### src/rtl/instruction_fetch.sv
// Instruction fetch front end: program counter, in-order read issue, small
// instruction FIFO and valid/ready hand-off to decode. Optional feature macro:
// INSTRUCTION_FETCH_MISALIGN_EN (sticky misaligned-redirect flag that halts fetch).
module instruction_fetch #(
    parameter logic [31:0] RESET_PC   = 32'h0000_0000,
    parameter int          FIFO_DEPTH = 2
) (
    input  logic        clk,
    input  logic        rst_n,
    output logic        mem_req_valid,
    input  logic        mem_req_ready,
    output logic [31:0] mem_req_addr,
    input  logic        mem_rsp_valid,
    input  logic [31:0] mem_rsp_data,
    input  logic        redirect_valid,
    input  logic [31:0] redirect_pc,
    output logic        instr_valid,
    input  logic        instr_ready,
    output logic [31:0] instruction,
    output logic [31:0] instr_pc,
    output logic        decode_enable
`ifdef INSTRUCTION_FETCH_MISALIGN_EN
    ,
    output logic        fetch_misaligned
`endif
);

    localparam int PTR_W = (FIFO_DEPTH > 1) ? $clog2(FIFO_DEPTH) : 1;
    localparam int CNT_W = PTR_W + 1;
    localparam int SUM_W = CNT_W + 2;

    logic [31:0]      r_pc;
    logic [31:0]      r_fifo_word [FIFO_DEPTH];
    logic [31:0]      r_fifo_pc   [FIFO_DEPTH];
    logic [PTR_W-1:0] r_rd_ptr;
    logic [PTR_W-1:0] r_wr_ptr;
    logic [CNT_W-1:0] r_count;
    logic [CNT_W-1:0] r_inflight;
    logic [CNT_W-1:0] r_discard;

    logic             w_fetch_blocked;
    logic             w_pop;
    logic [SUM_W-1:0] w_used;
    logic             w_issue;
    logic             w_outstanding;
    logic             w_rsp_drop;
    logic             w_rsp_keep;
    logic             w_push;
    logic [31:0]      w_rsp_pc;
    logic [31:0]      w_redirect_pc;

    assign w_pop = (r_count != '0) && instr_ready;

    // A head popped this cycle frees its slot immediately; without that credit a
    // single-cycle memory could only sustain two instructions every three cycles.
    assign w_used = SUM_W'(r_count) + SUM_W'(r_inflight) + SUM_W'(r_discard) - SUM_W'(w_pop);

    assign mem_req_valid = rst_n && !redirect_valid && !w_fetch_blocked
                           && (w_used < SUM_W'(FIFO_DEPTH));
    assign mem_req_addr  = r_pc;
    assign w_issue       = mem_req_valid && mem_req_ready;

    assign w_outstanding = (r_inflight != '0) || (r_discard != '0);
    assign w_rsp_drop    = mem_rsp_valid && (r_discard != '0);
    assign w_rsp_keep    = mem_rsp_valid && (r_discard == '0) && (r_inflight != '0);
    assign w_push        = w_rsp_keep && !redirect_valid;

    // Kept requests are always consecutive words ending just below r_pc, so the
    // oldest one sits r_inflight words back; no per-request address queue needed.
    assign w_rsp_pc      = r_pc - (32'(r_inflight) << 2);
    assign w_redirect_pc = redirect_pc & 32'hFFFF_FFFC;

    assign instr_valid   = (r_count != '0);
    assign instruction   = r_fifo_word[r_rd_ptr];
    assign instr_pc      = r_fifo_pc[r_rd_ptr];
    assign decode_enable = w_pop;

    always_ff @(posedge clk or negedge rst_n) begin
        if (!rst_n) begin
            r_pc       <= RESET_PC;
            r_rd_ptr   <= '0;
            r_wr_ptr   <= '0;
            r_count    <= '0;
            r_inflight <= '0;
            r_discard  <= '0;
            // NOTE: the buffer is only a few entries and its head drives the
            // instruction/instr_pc ports, which must read zero out of reset.
            for (int i = 0; i < FIFO_DEPTH; i++) begin
                r_fifo_word[i] <= '0;
                r_fifo_pc[i]   <= '0;
            end
        end else if (redirect_valid) begin
            r_pc       <= w_redirect_pc;
            r_rd_ptr   <= '0;
            r_wr_ptr   <= '0;
            r_count    <= '0;
            r_inflight <= '0;
            r_discard  <= r_discard + r_inflight - CNT_W'(mem_rsp_valid && w_outstanding);
        end else begin
            if (w_issue) begin
                r_pc <= r_pc + 32'd4;
            end
            if (w_push) begin
                r_fifo_word[r_wr_ptr] <= mem_rsp_data;
                r_fifo_pc[r_wr_ptr]   <= w_rsp_pc;
                r_wr_ptr              <= r_wr_ptr + PTR_W'(1);
            end
            if (w_pop) begin
                r_rd_ptr <= r_rd_ptr + PTR_W'(1);
            end
            r_count    <= r_count + CNT_W'(w_push) - CNT_W'(w_pop);
            r_inflight <= r_inflight + CNT_W'(w_issue) - CNT_W'(w_rsp_keep);
            r_discard  <= r_discard - CNT_W'(w_rsp_drop);
        end
    end

`ifdef INSTRUCTION_FETCH_MISALIGN_EN
    logic r_misaligned;

    // Every redirect re-evaluates the flag, so an aligned one clears it.
    always_ff @(posedge clk or negedge rst_n) begin
        if (!rst_n) begin
            r_misaligned <= 1'b0;
        end else if (redirect_valid) begin
            r_misaligned <= (redirect_pc[1:0] != 2'b00);
        end
    end

    assign w_fetch_blocked  = r_misaligned;
    assign fetch_misaligned = r_misaligned;
`else
    assign w_fetch_blocked = 1'b0;
`endif

endmodule

### config.mk
export PLATFORM = sky130hd
export DESIGN_NAME = instruction_fetch
export DESIGN_NICKNAME = d
export VERILOG_FILES = /design/src/rtl/instruction_fetch.sv
export SDC_FILE = /design/constraint.sdc
export NUM_CORES = 1
export LEC_CHECK = 0
export CELL_PAD_IN_SITES_DETAIL_PLACEMENT = 1
export CELL_PAD_IN_SITES_GLOBAL_PLACEMENT = 1
export CORE_MARGIN = 10
export CORE_UTILIZATION = 41
export DETAILED_ROUTE_END_ITERATION = 16
export PLACE_DENSITY = 0.81
export SLEW_MARGIN = 5
export SYNTH_ARGS = -nofsm -noshare
export SYNTH_HDL_FRONTEND = slang
export SYNTH_SLANG_ARGS = --single-unit
### constraint.sdc
create_clock -name clk -period 4.32 [get_ports clk]
set_input_delay 0.432 -clock clk [delete_from_list [all_inputs] [get_ports clk]]
set_output_delay 0.432 -clock clk [all_outputs]
set_load 0.02 [all_outputs]
==> results of run 1 <==
## power by group
group	leakage [nW]	internal (mW)	switching [mW]
clock network	0.272	0.833	0.601
logic	2.21	0.767	0.790
registers	2.19	1.68	0.196
## worst paths after layout
| path | slack (ps) | startpoint | end | depth (start not counted) |
|---|---|---|---|---|
| setup / recovery | 480 | r_count[0]$_DFF_PN0_ | mem_req_addr[30]$_DFFE_PN0P_ | 12 |
| hold / removal | 410 | redirect_valid | r_inflight[1]$_DFF_PN0_ | 2 |
| setup reg to reg | 480 | r_count[0]$_DFF_PN0_ | mem_req_addr[30]$_DFFE_PN0P_ | 12 |
| hold reg to reg | 470 | r_fifo_pc[12]$_DFFE_PN0P_ | r_fifo_pc[12]$_DFFE_PN0P_ | 2 |
| max in group asynchronous | 2370 | rst_n | r_rd_ptr$_DFFE_PN0P_ | 3 |
| min in group asynchronous | 540 | rst_n | r_fifo_word[0]$_DFFE_PN0P_ | 2 |
## stage by stage
stage	worst slack, ps	util	instances	power (mW)
after floorplan	529	-	759	2.80
after global placement	352	0.503	1145	3.42
after detailed placement	264	0.503	1145	3.47
after CTS	10.3	0.531	1177	4.93
after global routing	235	0.531	1177	5.14
final	478	0.531	1177	4.87
## synth_stat cells (2+ instances only)
cell / instances / area (µm²)
sky130_fd_sc_hd__dfrtp_1: 162 / 4050
sky130_fd_sc_hd__mux2_2: 133 / 1500
sky130_fd_sc_hd__or3_1: 4 / 25.0
sky130_fd_sc_hd__ha_1: 13 / 163
sky130_fd_sc_hd__inv_1: 14 / 52.6
sky130_fd_sc_hd__nand4_1: 20 / 125
sky130_fd_sc_hd__o21ai_1: 19 / 95.1
sky130_fd_sc_hd__o21ai_0: 66 / 330
sky130_fd_sc_hd__fa_1: 3 / 60.1
sky130_fd_sc_hd__xnor2_1: 47 / 412
sky130_fd_sc_hd__buf_2: 14 / 70.1
sky130_fd_sc_hd__nand2_1: 94 / 353
sky130_fd_sc_hd__and4_1: 2 / 17.5
sky130_fd_sc_hd__clkbuf_1: 28 / 105
sky130_fd_sc_hd__clkbuf_8: 4 / 55.1
sky130_fd_sc_hd__nor4_1: 7 / 43.8
sky130_fd_sc_hd__nor4_2: 7 / 87.6
sky130_fd_sc_hd__and3_1: 3 / 18.8
sky130_fd_sc_hd__or3_4: 2 / 22.5
sky130_fd_sc_hd__nand3_1: 11 / 55.1
sky130_fd_sc_hd__xor2_1: 21 / 184
sky130_fd_sc_hd__nor2_1: 18 / 67.6
sky130_fd_sc_hd__nor2b_1: 3 / 18.8
sky130_fd_sc_hd__nand2b_1: 5 / 31.3
sky130_fd_sc_hd__nor4_4: 3 / 63.8
sky130_fd_sc_hd__buf_4: 5 / 37.5
sky130_fd_sc_hd__nor3_1: 20 / 100
sky130_fd_sc_hd__buf_6: 3 / 33.8
sky130_fd_sc_hd__and2_1: 5 / 31.3
sky130_fd_sc_hd__a21oi_1: 2 / 10.0
## critical path, cell delays in order (launching register included)
cell	delay [ps]
sky130_fd_sc_hd__dfrtp_1	410
sky130_fd_sc_hd__or2_2	300
sky130_fd_sc_hd__and2_1	230
sky130_fd_sc_hd__xor2_1	160
sky130_fd_sc_hd__ha_1	280
sky130_fd_sc_hd__a21o_1	180
sky130_fd_sc_hd__ha_1	180
sky130_fd_sc_hd__fa_1	480
sky130_fd_sc_hd__nand4bb_1	230
sky130_fd_sc_hd__nor4_2	530
sky130_fd_sc_hd__nand4_1	260
sky130_fd_sc_hd__or3_1	370
sky130_fd_sc_hd__a31oi_1	160
## layer usage
metal | vias to the layer above | track usage
li1 | 2887 | -
met1 | 3068 | 0.225
met2 | 151 | 0.286
met3 | 18 | 0.0475
met4 | 0 | 0.0434
met5 | - | 0
## flip-flops by register name, indices dropped and copies added (netlist names)
signal and flops:
r_fifo_word 64, r_fifo_pc 60, mem_req_addr 30, r_count 2, r_discard 2, r_inflight 2, r_rd_ptr 1, r_wr_ptr 1
## repair_timing
item	CTS	global route
endpoints found under the hold margin	50	0
hold buffers	1	0
endpoints found under the setup margin	0	1
resized for setup	0	1
## kinds of logic (layout without fill, tap and decap cells)
kind of cell / after synthesis / after routing
DFF: 162 / 162
and+or+nand+nor: 216 / 216
AOI/OAI and AO/OA: 89 / 89
xor gates and xnor gates: 68 / 68
other: 1 / 4
muxes: 134 / 134
adders and majority gates: 16 / 16
buffers and inverters: 70 / 218
## final cells by class
| type | instances | area (µm²) |
|---|---|---|
| fillers | 2146 | 9460 |
| flip-flops and latches | 162 | 4060 |
| multi-input cells | 527 | 3990 |
| repair buffers | 172 | 1710 |
| clock buffers | 22 | 474 |
| well taps | 270 | 338 |
| clock inverters | 9 | 82.6 |
| inverters | 15 | 56.3 |
==> flow_summary.rst, run 1 <==
.. list-table::
   :header-rows: 1

   * - Metric
     - Value
   * - Outcome
     - complete, no violations
   * - Asr flop ratio synth
     - 1.00
   * - Total congestion overflow after global routing
     - 0
   * - Boundary pin count
     - 169
   * - Largest net degree at the start of global routing
     - a little over 90
   * - Max Buffers Root-to-Sink
     - 2
   * - Final critical delay including setup and external delays
     - 3840 ps
   * - Total iterations of the first detailed-routing run
     - 4
   * - Final ANT Viol Nets
     - 0
   * - Post-synthesis average cell area
     - ~11 µm²
   * - First-pass GRT wire length
     - 36900 µm
   * - Largest fanout on the critical path
     - 5
   * - DP HPWL
     - roughly 17000 µm
   * - Row count
     - 52
   * - CTS Root Buffer Type
     - sky130_fd_sc_hd__clkbuf_16
   * - Dominant combinational cell family by area after synthesis
     - multiplexers
   * - Antenna cells
     - 0
   * - Global-route usage over all layers
     - 0.175
   * - Worst-case hold slack
     - 409 ps
   * - Clock skew
     - approximately 11 ps
   * - Normalized max-slew margin
     - 0.321
   * - TritonCTS clock tree
     - done
   * - Wire length reported by the detailed router
     - around 23000 µm
   * - Most frequent cells in the layout
     - sky130_fd_sc_hd__dfrtp_1, sky130_fd_sc_hd__clkdlybuf4s50_1, sky130_fd_sc_hd__mux2_2
   * - Clock-pin slew of the registers on the worst-case setup and hold paths
     - 70 ps
   * - Antenna violations before repair
     - 0
   * - Most used flip-flop cell after synthesis
     - sky130_fd_sc_hd__dfrtp_1
   * - Distinct cells, synth
     - 48
   * - Initial DRC Count
     - around 230
   * - Average via count per standard cell
     - ~5.2
   * - Share of cell area taken by muxes after synthesis
     - 0.180
   * - Number of enable flip-flop cells after synthesis
     - 0
   * - Number of violations of the max-capacitance limit
     - 0
   * - Routability-driven placement congestion ratio
     - ~0.83
   * - Quantity of I/O buffers inserted on ports
     - approximately 160
   * - Combined area of all synthesized cells
     - 0.00838 mm²
   * - CTS H-tree depth
     - 4
   * - Floorplan die area
     - around 0.027 mm²
   * - Lkg Pwr
     - 4.66 nW
   * - Final cell area excluding filler cells
     - around 0.011 mm²
   * - Met3 WL
     - roughly 1300 µm
   * - Horizontal extent of the die
     - about 160 µm
   * - Count of endpoints failing hold in the final timing report
     - 0
   * - Starting density of the core
     - 0.415
   * - Die Y-Extent
     - roughly 160 µm
   * - Post-synthesis share of cell area spent on xor and xnor gates
     - 0.0711
   * - Seq cells post-synth
     - 162
   * - Sequential share of the synthesized area
     - 0.484
   * - YS warnings
     - 0
   * - Commonest non-fill, non-tap cell in the layout
     - sky130_fd_sc_hd__dfrtp_1
   * - Maximum clock rate
     - approximately 260 MHz
   * - Synthesis-to-layout area growth
     - 27.8%
   * - Cell Area, Placed
     - between 0.01 and 0.015 mm²
   * - IR drop worst, VDD
     - roughly 0.32 mV
   * - Crit path launch type
     - register
   * - Total core area
     - around 0.020 mm²
   * - Number of setup buffers added after CTS
     - 0
   * - Cells after Synth
     - about 760
   * - Fraction of the cycle the final worst path needs
     - 0.889
   * - Synthesized-area fraction occupied by ao, oa, aoi and oai cells
     - 0.0536
   * - Fraction of the mapped netlist area in simple logic gates
     - 0.141
   * - Overall via count from detail_route
     - 6124
   * - Type of the setup path with the least slack
     - register to register
   * - Later-pin clock latency in the skew report
     - ~420 ps
   * - Slew Limit Fails
     - 0
   * - Worst endpoint required time
     - about 4700 ps
   * - Routed WL per cell
     - just under 20 µm
   * - Critical path data arrival time
     - between 4000 and 5000 ps
   * - Worst min-delay path class
     - input pin to register
   * - RSZ-0062 raised after global routing
     - no
   * - Share of cells above drive strength 1
     - 0.214
   * - Total DRC errors in the routed layout
     - 0
   * - Met2 wire len
     - 11000 µm
   * - Met1 Wirelength
     - about 11000 µm
   * - Total negative setup slack
     - 0 ps
   * - CTS sink cnt
     - between 150 and 200
   * - Layout Nets
     - a little under 1k
   * - Number of buffers created by CTS
     - 17
   * - Vias in the first global route
     - 6688
   * - Post-Synth Adder-Cell Area
     - 0.0266
   * - Top layer in use
     - met4
   * - Worst-margin pin slew
     - ~1000 ps
   * - Power density relative to cell area
     - about 450 mW/mm²
   * - Critical path endpoint category
     - register
   * - Setup-failing EPs final
     - 0
(Power assumes the default switching activity.)
==> run 2, diff against run 1 <==
Settings changed: CORE_MARGIN 10 to unset.
==> run 2 against run 1 <==
The run now ends with hold timing left. Global-route usage rose by 4.2 points. Hold slack got worse by 420 ps. Worst setup slack lost 100 ps. First-iteration DRC count shrank 7.8%. Critical path depth up 1. Final area increased by 0.57%. Non-clock buffer count is 1 lower. Die area is 21% lower. Fmax down 2.5%. Via count rose by 0.57%. Clock skew rose by 0.60 ps. Critical path type unchanged. Largest cell class unchanged.
==> flow_summary.rst, run 2 (same netlist as run 1, synthesis figures left out) <==
.. list-table::
   :header-rows: 1

   * - Metric
     - Value
   * - Die Y-Extent
     - between 100 and 150 µm
   * - Layout Nets
     - a little under 1k
   * - Total negative setup slack
     - 0 ps
   * - Total iterations of the first detailed-routing run
     - 4
   * - Flip-flop count of the largest register after layout
     - 64
   * - Hold Buf Count CTS
     - 0
   * - Worst-case hold slack
     - -7.84 ps
   * - Wire length reported by the detailed router
     - 21800 µm
   * - DP HPWL
     - about 15000 µm
   * - Lkg Pwr
     - between 4 and 5 nW
   * - Worst min-delay path class
     - input pin to asynchronous set/reset pin
   * - Global-route usage over all layers
     - 0.217
   * - Initial DRC Count
     - about 210
   * - Type of the setup path with the least slack
     - register to register
   * - Critical-path cell list
     - or2_2, and2_1, xor2_1, ha_1, a21o_1, ha_1, fa_1, nand4bb_1, nor4_2, buf_4, nand4_1, or3_1, a31oi_1
   * - CTS sink cnt
     - 162
   * - Power density relative to cell area
     - 467 mW/mm²
   * - Max Buffers Root-to-Sink
     - 2
   * - Crit path launch type
     - register
   * - Most repeated library cell on the critical path
     - sky130_fd_sc_hd__ha_1
   * - Outcome
     - finished with violations
   * - Clock skew
     - ~11 ps
   * - Synthesis-to-layout area growth
     - 28.5%
   * - Critical path endpoint category
     - register
   * - Number of violations of the max-capacitance limit
     - 0
   * - Crit-path slowest cell
     - sky130_fd_sc_hd__fa_1
   * - TritonCTS clock tree
     - done
   * - Starting density of the core
     - 0.425
   * - Average via count per standard cell
     - 5.26
   * - CTS H-tree depth
     - 4
   * - Total core area
     - 0.0197 mm²
   * - Slew Limit Fails
     - 0
   * - Count of endpoints failing hold in the final timing report
     - 10
   * - Boundary pin count
     - 169
   * - Largest register by flop count
     - r_fifo_word
   * - Worst endpoint required time
     - about 4700 ps
   * - Antenna violations before repair
     - 0
   * - Overall via count from detail_route
     - around 6k
   * - First-pass GRT wire length
     - between 30000 and 40000 µm
   * - Largest net degree at the start of global routing
     - a little over 90
   * - Number of setup buffers added after CTS
     - 0
   * - Share of cells above drive strength 1
     - 0.216
   * - Horizontal extent of the die
     - between 100 and 150 µm
   * - Later-pin clock latency in the skew report
     - 430 ps
   * - Final ANT Viol Nets
     - 0
   * - Fraction of the cycle the final worst path needs
     - 0.913
   * - Row count
     - 51
   * - Critical path data arrival time
     - 4290 ps
   * - Routability-driven placement congestion ratio
     - between 0.8 and 0.9
   * - Setup-failing EPs final
     - 0
   * - IR drop worst, VDD
     - 0.292 mV
   * - Failing checks
     - hold timing
   * - Antenna cells
     - 0
   * - Clock-pin slew of the registers on the worst-case setup and hold paths
     - approximately 70 ps
   * - Buffering stage count on the worst path with inverters included
     - 1
   * - Normalized max-slew margin
     - 0.329
   * - Final critical delay including setup and external delays
     - 3940 ps
   * - Number of buffers created by CTS
     - 17
   * - Floorplan die area
     - roughly 0.021 mm²
   * - Total DRC errors in the routed layout
     - 0
   * - Total congestion overflow after global routing
     - 0
   * - CTS Root Buffer Type
     - sky130_fd_sc_hd__clkbuf_16
   * - Family with the most delay on the worst path
     - simple AND/OR/NAND/NOR gates
   * - Critical path's largest stage delay
     - approximately 500 ps
   * - Most frequent cells in the layout
     - sky130_fd_sc_hd__dfrtp_1, sky130_fd_sc_hd__clkdlybuf4s50_1, sky130_fd_sc_hd__mux2_2
   * - Worst-margin pin slew
     - between 900 and 1000 ps
   * - Maximum clock rate
     - between 200 and 300 MHz
   * - Commonest non-fill, non-tap cell in the layout
     - sky130_fd_sc_hd__dfrtp_1
   * - Routed WL per cell
     - approximately 19 µm
   * - Vias in the first global route
     - between 6k and 7k
   * - RSZ-0062 raised after global routing
     - no
   * - Quantity of I/O buffers inserted on ports
     - between 150 and 200
   * - Largest fanout on the critical path
     - 13
-- run 2: worst paths after layout --
check / cells past startpoint / slack (ps) / startpoint / endpoint
max in group asynchronous: 2 / 3060 / rst_n / r_fifo_pc[27]$_DFFE_PN0P_
hold / removal: 1 / -8 / rst_n / r_fifo_word[9]$_DFFE_PN0P_
setup / recovery: 13 / 380 / r_count[0]$_DFF_PN0_ / mem_req_addr[30]$_DFFE_PN0P_
min in group clk: 3 / 410 / redirect_valid / mem_req_addr[13]$_DFFE_PN0P_
hold reg to reg: 2 / 470 / r_fifo_pc[12]$_DFFE_PN0P_ / r_fifo_pc[12]$_DFFE_PN0P_
setup reg to reg: 13 / 380 / r_count[0]$_DFF_PN0_ / mem_req_addr[30]$_DFFE_PN0P_
-- run 2: cell type report --
type | instances | area (µm²)
clock buffers | 19 | 443
clock inverters | 13 | 184
fillers | 2075 | 8950
inverters | 15 | 56.3
multi-input cells | 527 | 3990
flip-flops and latches | 162 | 4060
well taps | 265 | 332
repair buffers | 171 | 1710
-- run 2: per-layer routing --
metal  up-vias  share of wire  global-route usage
met5         -              0                   0
met4         0          0.018              0.0766
met3        31          0.035              0.0355
met2       156           0.49               0.359
met1      3089           0.46               0.288
li1       2883              -                   -
-- run 2: power breakdown --
group | total (mW) | switching, mW | internal [mW]
Combinational | 1.53 | 0.758 | 0.768
Clock | 1.60 | 0.621 | 0.983
Sequential | 1.90 | 0.218 | 1.68
Total | 5.03 | 1.60 | 3.43
-- run 2: stage by stage --
step / area [µm²] / utilization / setup WS (ps) / total power [mW] / cells
3_3_place_gp: 10100 / 0.514 / 363 / 3.41 / 1140
2_1_floorplan: 8390 / - / 529 / 2.80 / 759
6_report: 10800 / 0.546 / 377 / 5.03 / 1172
4_1_cts: 10800 / 0.546 / 31.8 / 5.09 / 1172
3_5_place_dp: 10100 / 0.514 / 290 / 3.46 / 1140
5_1_grt: 10800 / 0.546 / 202 / 5.29 / 1172
-- run 2: repair_timing --
item	CTS	global route
resized for setup	0	1
endpoints found under the setup margin	0	1
endpoints found under the hold margin	0	0
==> run 3, diff against run 2 <==
Settings changed: PLACE_DENSITY 0.81 to 0.85, SLEW_MARGIN 5 to 20.
==> run 3 against run 2 <==
The run now ends clean. Fmax grew 3.3%. Routed wire length increased by 0.29%. Flip-flop and latch count stayed put. Clock power about the same. Total power down 0.85%. Global-route usage up 0.086 points. Critical path depth fell by 3. Sequential share of layout area is 0.070 points higher. First-iteration DRC count grew 14%. Count of clock-buffer cells in the layout increased by 2.
==> flow_summary.rst, run 3 (same netlist as run 1, synthesis figures left out) <==
.. list-table::
   :header-rows: 1

   * - Metric
     - Value
   * - Outcome
     - complete, no violations
   * - Combined flip-flop and latch cell area
     - between 0.004 and 0.005 mm²
   * - Average via count per standard cell
     - 5.26
   * - Routed WL per cell
     - between 15 and 20 µm
   * - Number of cells in the design after placement
     - around 1.1k
   * - Setup-failing EPs final
     - 0
   * - Later-pin clock latency in the skew report
     - about 420 ps
   * - Count of endpoints failing hold in the final timing report
     - 0
   * - Boundary pin count
     - between 150 and 200
   * - Flip-flop count of the largest register after layout
     - between 60 and 70
   * - Worst endpoint required time
     - a little under 4000 ps
   * - Layout Nets
     - roughly 1000
   * - First-pass GRT wire length
     - between 30000 and 40000 µm
   * - Worst min-delay path class
     - register to register
   * - Die Y-Extent
     - 145 µm
   * - DP HPWL
     - 15200 µm
   * - Routability-driven placement congestion ratio
     - 0.844
   * - Worst-margin pin slew
     - between 1000 and 1500 ps
   * - Number of setup buffers added after CTS
     - 0
   * - Quantity of I/O buffers inserted on ports
     - 162
   * - Vias in the first global route
     - about 6.7k
   * - CTS sink cnt
     - approximately 160
   * - TritonCTS clock tree
     - done
   * - Normalized max-slew margin
     - 0.327
   * - Fraction of the cycle the final worst path needs
     - 0.883
   * - Antenna cells
     - 0
   * - CTS Root Buffer Type
     - sky130_fd_sc_hd__clkbuf_16
   * - IR drop worst, VDD
     - 0.248 mV
   * - Power density relative to cell area
     - 464 mW/mm²
   * - Antenna violations before repair
     - 0
   * - Number of filler cells placed in the layout
     - between 2k and 2.5k
   * - Final ANT Viol Nets
     - 0
   * - Lkg Pwr
     - between 4 and 5 nW
   * - Max Buffers Root-to-Sink
     - 2
   * - Final critical delay including setup and external delays
     - approximately 3800 ps
   * - Critical path endpoint category
     - primary output
   * - Floorplan die area
     - between 0.02 and 0.025 mm²
   * - Number of buffers created by CTS
     - 17
   * - Worst setup slack after layout
     - just over 500 ps
   * - Synthesis-to-layout area growth
     - 28.3%
   * - Largest register by flop count
     - r_fifo_word
   * - Total negative setup slack
     - 0 ps
   * - Critical path data arrival time
     - between 3000 and 4000 ps
   * - Clock-pin slew of the registers on the worst-case setup and hold paths
     - around 60 ps
   * - CTS H-tree depth
     - 4
   * - Crit path launch type
     - register
   * - Fraction of the core area covered by cells at the end of the flow
     - 0.545
   * - Row count
     - between 50 and 60
   * - Wire length reported by the detailed router
     - between 20000 and 25000 µm
   * - RSZ-0062 raised after global routing
     - no
   * - Total DRC errors in the routed layout
     - 0
   * - Maximum clock rate
     - roughly 260 MHz
   * - Largest fanout on the critical path
     - 4
   * - Starting density of the core
     - 0.425
   * - Most frequent cells in the layout
     - sky130_fd_sc_hd__dfrtp_1, sky130_fd_sc_hd__clkdlybuf4s50_1, sky130_fd_sc_hd__mux2_2
   * - Total core area
     - 0.0197 mm²
   * - Number of violations of the max-capacitance limit
     - 0
   * - Horizontal extent of the die
     - around 140 µm
   * - Largest net degree at the start of global routing
     - approximately 90
   * - Slew Limit Fails
     - 0
   * - Worst-case hold slack
     - around 480 ps
   * - Multi-input gate area in the final layout
     - about 0.004 mm²
   * - Total iterations of the first detailed-routing run
     - 4
   * - Number of cells in the finished layout apart from fillers
     - approximately 1.2k
   * - Clock skew
     - between 10 and 15 ps
   * - Overall via count from detail_route
     - slightly above 6k
   * - Share of cells above drive strength 1
     - 0.214
   * - Initial DRC Count
     - between 200 and 250
   * - Global-route usage over all layers
     - 0.218
   * - Total congestion overflow after global routing
     - 0
   * - Commonest non-fill, non-tap cell in the layout
     - sky130_fd_sc_hd__dfrtp_1
   * - Worst slack at placement
     - between 300 and 400 ps
   * - Type of the setup path with the least slack
     - register to primary output
-- run 3: path summary, 6_finish.rpt --
path                                      startpoint                           end  slack [ps]  depth (start not counted)
min in group asynchronous                      rst_n    r_fifo_word[7]$_DFFE_PN0P_         530                          2
max in group asynchronous                      rst_n     r_fifo_pc[21]$_DFFE_PN0P_        2590                          3
min                        r_fifo_pc[49]$_DFFE_PN0P_     r_fifo_pc[49]$_DFFE_PN0P_         480                          2
min reg2reg                r_fifo_pc[49]$_DFFE_PN0P_     r_fifo_pc[49]$_DFFE_PN0P_         480                          2
max                             r_count[0]$_DFF_PN0_                 mem_req_valid         500                         10
max reg2reg                     r_count[0]$_DFF_PN0_  mem_req_addr[30]$_DFFE_PN0P_         540                         13
-- run 3: metrics by stage --
step                      cell area, µm²  total power, mW
after detailed placement           10100             3.44
after floorplan                     8390             2.80
after global placement             10100             3.40
final                              10700             4.99
after global routing               10700             5.24
after CTS                          10700             5.04
-- run 3: per-layer routing --
metal / global-route usage / wire length [µm]
met3: 0.0431 / 933
met1: 0.283 / 9760
met4: 0.0633 / 324
met2: 0.367 / 10800
met5: 0 / 0
-- run 3: report_power, final --
group | internal, mW | switching (mW) | total (mW)
Clock | 0.978 | 0.593 | 1.57
Combinational | 0.763 | 0.774 | 1.54
Sequential | 1.68 | 0.197 | 1.88
Total | 3.42 | 1.56 | 4.99
-- run 3: area by class of cell --
class | instances | area share
Sequential cell | 162 | 0.377
Multi-Input combinational cell | 527 | 0.371
Timing Repair Buffer | 173 | 0.159
Clock buffer | 21 | 0.0419
Tap cell | 265 | 0.0308
Clock inverter | 10 | 0.0148
Inverter | 15 | 0.00524
-- run 3: critical path, stage by stage, from the launching register on --
cell,delay [ps]
sky130_fd_sc_hd__dfrtp_1,400
sky130_fd_sc_hd__or2_2,300
sky130_fd_sc_hd__and2_1,230
sky130_fd_sc_hd__xor2_1,160
sky130_fd_sc_hd__ha_1,280
sky130_fd_sc_hd__a21o_1,180
sky130_fd_sc_hd__ha_1,190
sky130_fd_sc_hd__fa_1,410
sky130_fd_sc_hd__xor2_1,220
sky130_fd_sc_hd__nor4_1,320
sky130_fd_sc_hd__dlymetal6s2s_1,270
-- run 3: timing repair --
item | CTS | global route
gates resized for setup | 0 | 1
setup endpoints to repair | 0 | 1
hold buffers | 1 | 0
endpoints found under the hold margin | 41 | 0
